==> src/rtl/mobius_pkg.sv <==
// Shared types and sizing helpers for the binary Mobius transform engine.
// The optional popcount output is enabled by defining MOBIUS_WEIGHT_EN.
package mobius_pkg;

    typedef enum logic [1:0] {
        IDLE = 2'd0,
        RUN  = 2'd1,
        HOLD = 2'd2
    } state_t;

    // The round counter must be able to hold LOG2_N itself.
    function automatic int cnt_width(input int log2n);
        return $clog2(log2n + 1);
    endfunction

    function automatic int weight_width(input int log2n);
        return log2n + 1;
    endfunction

endpackage

==> src/rtl/mobius_round.sv <==
// One Mobius round: butterfly on the upper half, then a perfect shuffle.
// Purely combinational; chained RPC times inside mobius_engine.
module mobius_round #(
    parameter int N = 512
) (
    input  logic [0:N-1] x,
    output logic [0:N-1] y
);

    always_comb begin
        y = '0;
        for (int i = 0; i < N / 2; i++) begin
            y[2*i]   = x[i];
            y[2*i+1] = x[i + N/2] ^ x[i];
        end
    end

endmodule

==> src/rtl/mobius_engine.sv <==
// Handshaked binary Mobius transform (ANF <-> truth table) with RPC rounds per clock.
// Define MOBIUS_WEIGHT_EN to add the out_weight popcount port.
module mobius_engine
    import mobius_pkg::*;
#(
    parameter int LOG2_N = 9,
    parameter int RPC    = 1
) (
    input  logic                      clk,
    input  logic                      rst_n,
    input  logic                      in_valid,
    output logic                      in_ready,
    input  logic [0:(1<<LOG2_N)-1]    in_data,
    output logic                      out_valid,
    input  logic                      out_ready,
    output logic [0:(1<<LOG2_N)-1]    out_data
`ifdef MOBIUS_WEIGHT_EN
    ,
    output logic [weight_width(LOG2_N)-1:0] out_weight
`endif
);

    localparam int N  = 1 << LOG2_N;
    localparam int CW = cnt_width(LOG2_N);
    localparam logic [CW-1:0] RPC_C    = CW'(RPC);
    localparam logic [CW-1:0] LAST_CNT = CW'(LOG2_N - RPC);

    generate
        if (LOG2_N < 1 || RPC < 1 || RPC > LOG2_N || (LOG2_N % RPC) != 0) begin : g_bad_cfg
            $error("mobius_engine: RPC must satisfy 1 <= RPC <= LOG2_N and divide LOG2_N");
        end
    endgenerate

    state_t          state;
    logic [CW-1:0]   cnt;
    logic [0:N-1]    data_reg;
    logic [0:N-1]    stage [RPC+1];

    assign stage[0] = data_reg;

    generate
        for (genvar g = 0; g < RPC; g++) begin : g_round
            mobius_round #(.N(N)) u_round (
                .x (stage[g]),
                .y (stage[g+1])
            );
        end
    endgenerate

    // Handshake outputs depend only on the state register, never on in_valid/out_ready.
    assign in_ready  = (state == IDLE);
    assign out_valid = (state == HOLD);
    assign out_data  = data_reg;

    always_ff @(posedge clk or negedge rst_n) begin
        if (!rst_n) begin
            state    <= IDLE;
            cnt      <= '0;
            data_reg <= '0;
        end else begin
            case (state)
                IDLE: begin
                    if (in_valid) begin
                        data_reg <= in_data;
                        cnt      <= '0;
                        state    <= RUN;
                    end
                end
                RUN: begin
                    data_reg <= stage[RPC];
                    cnt      <= cnt + RPC_C;
                    if (cnt == LAST_CNT) begin
                        state <= HOLD;
                    end
                end
                HOLD: begin
                    if (out_ready) begin
                        state <= IDLE;
                    end
                end
                default: state <= IDLE;
            endcase
        end
    end

`ifdef MOBIUS_WEIGHT_EN
    localparam int WW = weight_width(LOG2_N);

    always_comb begin
        out_weight = '0;
        for (int i = 0; i < N; i++) begin
            out_weight = out_weight + WW'(data_reg[i]);
        end
    end
`endif

endmodule

==> config.mk <==
export PLATFORM = sky130hd
export DESIGN_NAME = mobius_engine
export DESIGN_NICKNAME = d
export VERILOG_FILES = /design/src/rtl/mobius_pkg.sv /design/src/rtl/mobius_round.sv /design/src/rtl/mobius_engine.sv
export SDC_FILE = /design/constraint.sdc
export NUM_CORES = 1
export LEC_CHECK = 0
export CELL_PAD_IN_SITES_DETAIL_PLACEMENT = 0
export CELL_PAD_IN_SITES_GLOBAL_PLACEMENT = 1
export CORE_AREA = 2 2 398 400
export DETAILED_ROUTE_END_ITERATION = 10
export DIE_AREA = 0 0 400 402
export HOLD_SLACK_MARGIN = 0.06
export PLACE_DENSITY = 0.6
export SYNTH_ARGS = -nofsm -noshare
export SYNTH_HDL_FRONTEND = slang
export SYNTH_HIERARCHICAL = 1
export SYNTH_SLANG_ARGS = --single-unit
export TNS_END_PERCENT = 100
==> constraint.sdc <==
create_clock -name clk -period 4.85 [get_ports clk]
set_clock_uncertainty 0.15 [all_clocks]
set_input_delay 1.455 -clock clk [delete_from_list [all_inputs] [get_ports clk]]
set_output_delay 1.455 -clock clk [all_outputs]
set_load 0.05 [all_outputs]
Word-level counts from Yosys, hierarchy flattened

Index checks and enable logic that the tools add are counted.
Widths: inputs -> output; s select.

Bits in registers: 518
Bits of input ports: 516
Output and inout port bits: 514
Logic and storage cells: 281

Add/subtract/negate cells: 1
Equality and inequality tests: 6
Mux-type cells: 8
Bitwise operators: 257
Reductions and logical operators: 5

Operator list:

| kind                | count |
|---|---|
| $pmux 512 s2        | 1 |
| $mux 512            | 1 |
| $xor 1x1->1         | 256 |
| $pmux 4 s2          | 1 |
| $mux 2              | 3 |
| $pmux 2 s3          | 1 |
| $reduce_and 3->1    | 2 |
| $add 4x1->4 const B | 1 |
| $eq 4x4->1 const B  | 1 |
| $mux 4              | 1 |
| $ne 2x2->1 const B  | 2 |
| $eq 2x1->1 const B  | 1 |
| $eq 2x2->1 const B  | 1 |
| $logic_not 2->1     | 1 |
| $ne 2x1->1 const B  | 1 |
| $reduce_and 2->1    | 1 |
| $reduce_bool 2->1   | 1 |
| $not 1->1           | 1 |

Logic depth before layout (Yosys ltp)

Gate-level depths: netlist (run 1).

Depth after elaboration: 3
Mapped depth: 7
Gate-level depth less buffers: 5

Hierarchy

The synthesis (run 1) kept the hierarchy.

By module, submodules not included:

| module        | instances | cells an instance | area each (µm²) | sequential area each (µm²) |
|---|---|---|---|---|
| mobius_engine | 1         | 3337              | 27729.1         | 12962.4 |
| mobius_round  | 1         | 512               | 4164.0          | 0.0 |

Worst setup path after synthesis (run 1)

No wires, ideal clock.

Path type: flip-flop to output port
Start point: reg state[1]
End point: out in_ready
Arrival time: 1.339 ns
Required time: 3.245 ns
Path slack: 1.906 ns
Cell stages (with the launch flop): 4
Buffers on the path: 2
Cells stage by stage: dfrtp_1 buf_2 clkbuf_1 nor2_1

Word-level cells in the longest chain between the ends: 1

RTL lines:

| item                     | line                | text |
|---|---|---|
| start: declaration       | mobius_engine.sv:34 | `state_t state;` |
| start signal: assignment | mobius_engine.sv:57 | `state <= IDLE;` |
| start signal: assignment | mobius_engine.sv:66 | `state <= RUN;` |
| start signal: assignment | mobius_engine.sv:73 | `state <= HOLD;` |
| $logic_not 2->1          | mobius_engine.sv:51 | `assign in_ready = (state == IDLE);` |
| end: declaration         | mobius_engine.sv:12 | `output logic in_ready,` |

Every way passes these cells.

Worst setup path after layout (run 1)

Start point: reg data_reg, in the netlist out_data[312]
End point: out out_data[312] (netlist bit)

RTL lines:

| item                     | line                | text |
|---|---|---|
| start: declaration       | mobius_engine.sv:36 | `logic [0:N-1] data_reg;` |
| start signal: assignment | mobius_engine.sv:64 | `data_reg <= in_data;` |
| start signal: assignment | mobius_engine.sv:70 | `data_reg <= stage[RPC];` |
| end: declaration         | mobius_engine.sv:16 | `output logic [0:(1<<LOG2_N)-1] out_data` |

No word-level cell between the ends.

==> results.cfg, run 1 <==
[setup_path]
timing.critical_path.slowest_cell_delay_ns = 1.20
worstReg2RegEnd = out_data[405]
critPathRequiredTime_ns = 3.24
worstPathMaxFanout = 3
crit_path_top_delay_cell = clkdlybuf4s50_1
cp_top_family = buffers and inverters
ff2ff_path_depth = 6
worst_setup_endpoint = out_data[312]
worstSetupPathDepth = 1
worst-r2r-setup-slack_ns = 2.11
crit_path_start_kind = flip-flop
worst_setup_path_startpoint = out_data[312]
worst-setup-path-type = flip-flop to output port
worstPathCellList = clkdlybuf4s50_1
worst_ep_arrival_time_ns = 2.46
timing.critical_path.buf_inv = 1
crit_path_end_kind = output port
regToRegStartpoint = state[0]

[status]
run_status = finished, final reports clean

[cts]
cts-htree-levels = 3
post_cts_resized = 0
numCtsBuffers = 71
cts.path.max_buffers = 3
root_buffer = clkbuf_16
cts_tree = yes
cts_setup_buffers = 0
clk_pin_slew_ns = 0.06
clock_sink_count = 518
postCtsHoldBufs = 0
worst_skew_pair.late_latency_ns = 0.68

[die]
row_count = 146
core-area_mm2 = 0.1571
die-height_um = 402
initial_utilization_pct = 20.30
ioPinCount = 1030
die_w_um = 400
dieArea_mm2 = 0.1608

[drt]
wl_met1_um = 70980
post-route-drc-count = 0
highest-signal-layer = met5
vias = 26760
route.detailed.wl_per_inst_um = 27.68
viasPerCell = 4.330
drtIter0Drc = 2092
routed-wl-met3_um = 12660
wl_met2_um = 83250
count_of_tritonroute_iterations_in_the_first_routing_pass = 5
wirelength_um = 171000
postRouteAntennaNets = 0

[grt]
global_route.usage.total_pct = 20.60
first_global_vias = 26100
grt_pass1_wl_um = 228800
grt_max_degree = 153
grt_antenna_before_repair = 33
gr-total-overflow = 0

[yosys]
synth-warning-count = 6
syn-cell-area_mm2 = 0.03189
yosys.area.top_type_share_pct = 40.64
ys_async_sr_fraction_pct = 100.0
synth-main-ff-cell = dfrtp_1
synth.top_cells.by_area = dfrtp_1 (41%), buf_4 (18%), nand2_1 (12%)
postSynthNetCount = 4367
synth_cell_type_count = 23
synth.ff_latch_count = 518
seq_area_frac_synth_pct = 40.64
synthMostInstantiatedCell = nand2_1
synth.cells.most_frequent = nand2_1 (990), buf_4 (777), dfrtp_1 (518), nor2_1 (496), a31oi_1 (464)
number_of_flops_mapped_to_enable_cells_by_yosys = 0
synthCells = 3849
synth_top_cell_by_area = dfrtp_1
avgSynthCellArea_um2 = 8.286

[sta]
finalSetupTns_ns = 0
period_needed_ns = 4.065
max_freq_mhz = 246.0
transition_at_the_pin_with_the_smallest_max_transition_slack_ns = 0.9745
slew_viol_final = 0
unrepaired_setup_endpoints_after_global_routing = false
fin_worst_hold_slack_ns = 0.3776
finalSetupViolCount = 0
slew_headroom_pct = 34.83
finalHoldViolations = 0
timing.final.crit_share_pct = 83.81

[flow_run]
max_cap_violations = 0

[min_path]
min_path_type = flip-flop to flip-flop

[place]
gpl.final_weighted_congestion = 0.8935
number_of_buffer_cells_added_on_primary_ports = 1029
dpl.hpwl_um = 137600

[finish]
areaGrowthSynthToFinish_pct = 28.35
fillCellCount = 17130
drive_above_1_share_pct = 5.902
net_count_final = 4573
## cells in the final DEF, fill, tap and decap left out, types with 2 or more instances in the layout
| cell type | count |
|---|---|
| clkdlybuf4s50_1 | 1027 |
| nand2_1 | 990 |
| dfrtp_1 | 518 |
| nor2_1 | 496 |
| a31oi_1 | 464 |
| xor2_1 | 256 |
| buf_4 | 82 |
| clkbuf_16 | 74 |
| a31oi_2 | 30 |
| buf_12 | 23 |
| o21ai_0 | 21 |
| nor2b_1 | 21 |
| a21oi_1 | 20 |
| a22oi_1 | 19 |
| clkbuf_1 | 16 |
| clkbuf_8 | 13 |
| diode_2 | 7 |
| clkinv_2 | 7 |
| inv_1 | 3 |
| a22o_1 | 2 |
| ha_1 | 2 |
| clkinvlp_4 | 2 |
| clkinv_8 | 2 |
| bufinv_16 | 2 |
## state kept, by name (all words and copies together) (netlist names)
register	count
out_data	512
state	2
cnt	4
## cell families (layout without fill, tap and decap cells)
group | Yosys count | count (layout) | synth area share [%]
AND/OR/NAND/NOR | 1510 | 1510 | 17.96
buffers and inverters | 1003 | 1254 | 22.75
AO/OA/AOI/OAI | 559 | 559 | 11.51
flip-flops | 518 | 518 | 40.64
XOR/XNOR | 256 | 256 | 7.030
adder cells (fa/ha/maj) | 2 | 2 | 0.07845
multiplexers | 1 | 1 | 0.03531
other | 0 | 7 | 0
## how the worst min path moves through the flow
stage / start / to / depth (start not counted)
floorplan: cnt[3] / cnt[3] / 1
global placement: cnt[3] / cnt[3] / 1
detailed placement: cnt[3] / cnt[3] / 1
CTS: cnt[3] / cnt[3] / 1
global route: cnt[3] / cnt[3] / 1
finish: cnt[3] / cnt[3] / 1
## metrics by stage
step                std cells  util, %  area (um^2)  setup WS, ns
floorplan                3849        -        31890         1.906
global placement         6054    24.59        38630         1.302
detailed placement       6054    24.59        38630         1.300
CTS                      6172    26.04        40920        0.5925
global route             6175    26.05        40920        0.6673
finish                   6179    26.06        40930        0.7854
## layout make-up
class	count	area, um^2	share of cell area (%)
Clock inverter	15	192.7	0.4707
Clock buffer	103	2091	5.108
Inverter	3	11.26	0.02751
Multi-Input combinational cell	2328	11700	28.57
Antenna cell	7	17.52	0.04279
Sequential cell	518	12960	31.67
Tap cell	2072	2592	6.333
Timing Repair Buffer	1133	11370	27.78
## metal layers
layer | up-vias | GRT usage, %
met3 | 182 | 5.398
met5 | - | 0
met4 | 36 | 5.388
met1 | 13340 | 25.76
met2 | 1000 | 34.85
li1 | 12200 | -
Power of run 1 is not shown: default switching activity piles up to over one toggle a cycle in this logic, so the estimate is an artifact.
==> run 2: changes to the inputs <==
--- a/config.mk
+++ b/config.mk
@@ -11,7 +11,7 @@
 export DETAILED_ROUTE_END_ITERATION = 10
 export DIE_AREA = 0 0 400 402
 export HOLD_SLACK_MARGIN = 0.06
-export PLACE_DENSITY = 0.6
+export PLACE_DENSITY = 0.62
 export SYNTH_ARGS = -nofsm -noshare
 export SYNTH_HDL_FRONTEND = slang
 export SYNTH_HIERARCHICAL = 1
==> constraint.sdc (replaced) <==
create_clock -name clk -period 3.6 [get_ports clk]
set_clock_uncertainty 0.15 [all_clocks]
set_input_delay 1.08 -clock clk [delete_from_list [all_inputs] [get_ports clk]]
set_output_delay 1.08 -clock clk [all_outputs]
set_load 0.05 [all_outputs]
==> results.cfg, run 2 (synthesis gave the netlist of run 1 again) <==
[grt]
grt_pass1_wl_um = 230700
first_global_vias = 26490
grt_max_degree = 130
grt_antenna_before_repair = 52
gr-total-overflow = 0
global_route.usage.total_pct = 20.84

[setup_path]
crit_path_end_kind = output port
worstPathMaxFanout = 3
timing.critical_path.buf_inv = 1
crit_path_start_kind = flip-flop
worst_ep_arrival_time_ns = 2.23
critPathRequiredTime_ns = 2.37
timing.critical_path.slowest_cell_delay_ns = 1.00
worst-setup-path-type = flip-flop to output port
crit_path_top_delay_cell = clkdlybuf4s50_1
cp_top_family = buffers and inverters
worstPathCellList = clkdlybuf4s50_1

[sta]
transition_at_the_pin_with_the_smallest_max_transition_slack_ns = 0.8175
finalSetupViolCount = 0
slew_viol_final = 0
max_freq_mhz = 288.8
final_critical_path_setup_slack_ns = 0.1371
timing.final.crit_share_pct = 96.19
unrepaired_setup_endpoints_after_global_routing = false
fin_worst_hold_slack_ns = 0.2483
slew_headroom_pct = 45.33
period_needed_ns = 3.463
finalSetupTns_ns = 0
finalHoldViolations = 0

[drt]
count_of_tritonroute_iterations_in_the_first_routing_pass = 8
wl_met2_um = 83880
routed-wl-met3_um = 13400
route.detailed.wl_per_inst_um = 27.59
drtIter0Drc = 2104
post-route-drc-count = 0
wl_met1_um = 70560
wirelength_um = 173100
vias = 27040
viasPerCell = 4.309
highest-signal-layer = met5
postRouteAntennaNets = 0

[cts]
clock_sink_count = 518
cts_tree = yes
worst_skew_pair.late_latency_ns = 0.66
cts.path.max_buffers = 3
numCtsBuffers = 71
clk_pin_slew_ns = 0.06
cts_setup_buffers = 0
cts-htree-levels = 3
root_buffer = clkbuf_16

[die]
die-height_um = 402
row_count = 146
ioPinCount = 1030
initial_utilization_pct = 20.30
dieArea_mm2 = 0.1608
die_w_um = 400
core-area_mm2 = 0.1571

[status]
run_status = finished, final reports clean

[finish]
final_core_util_pct = 26.46
layout_commonest_cell = clkdlybuf4s50_1
number_of_flip_flops_in_the_largest_register = 512
net_count_final = 4642
areaGrowthSynthToFinish_pct = 30.35
fillCellCount = 17180
leading_cell_types_in_the_layout_fill_and_taps_excluded = clkdlybuf4s50_1 (1002), nand2_1 (990), dfrtp_1 (518)
drive_above_1_share_pct = 8.164

[place]
number_of_buffer_cells_added_on_primary_ports = 1029
dpl.hpwl_um = 141100
gpl.final_weighted_congestion = 0.8953
detailedPlace.worstSlack_ns = 0.5107

[min_path]
min_path_type = primary input to asynchronous set/reset pin

[flow_run]
max_cap_violations = 0
==> run 2: changes by cell type in the layout (fill, tap and decap cells not counted), sizes merged <==
cell and change:
dlygate4sd2 +1, buf +93, clkinv +1, clkinvlp -1
diode +18, clkdlybuf4s50 -25, clkbuf +5, bufinv +3
==> run 2: final timing paths <==
kind | startpoint | endpoint | slack, ns | cells past startpoint
hold reg to reg | cnt[3] | cnt[3] | 0.34 | 1
setup / recovery | out_data[452] | out_data[452] | 0.14 | 1
setup reg to reg | state[1] | out_data[179] | 1.12 | 5
max in group asynchronous | rst_n | cnt[3] | 2.05 | 2
min in group clk | cnt[3] | cnt[3] | 0.34 | 1
hold / removal | rst_n | out_data[140] | 0.25 | 1
==> run 2: routing by layer <==
metal / track usage [%] / vias to the layer above
met5: 0 / -
met4: 6.314 / 30
met1: 25.72 / 13360
li1: - / 12370
met2: 35.20 / 1054
met3: 5.576 / 219
==> run 2: stage by stage <==
step / cells / cell area (um^2)
after global placement: 6123 / 39090
after detailed placement: 6123 / 39090
after CTS: 6249 / 41510
after floorplan: 3849 / 31890
after global routing: 6259 / 41530
final: 6274 / 41570
==> run 2: timing repair <==
action	4_1_cts	5_1_grt
endpoints found under the setup margin	1	0
endpoints found under the hold margin	0	0
gates resized for setup	1	0
hold buffers	0	0
==> run 2: area by class of cell <==
cell class,count,area [um^2],share of cell area (%)
diodes,25,62.56,0.1505
clock buffers,108,2140,5.147
clock inverters,18,280.3,0.6742
inverters,3,11.26,0.02709
multi-input cells,2328,11700,28.13
flip-flops and latches,518,12960,31.18
well taps,2072,2592,6.236
repair buffers,1202,11830,28.45
Power of run 2 is left out for the same reason.
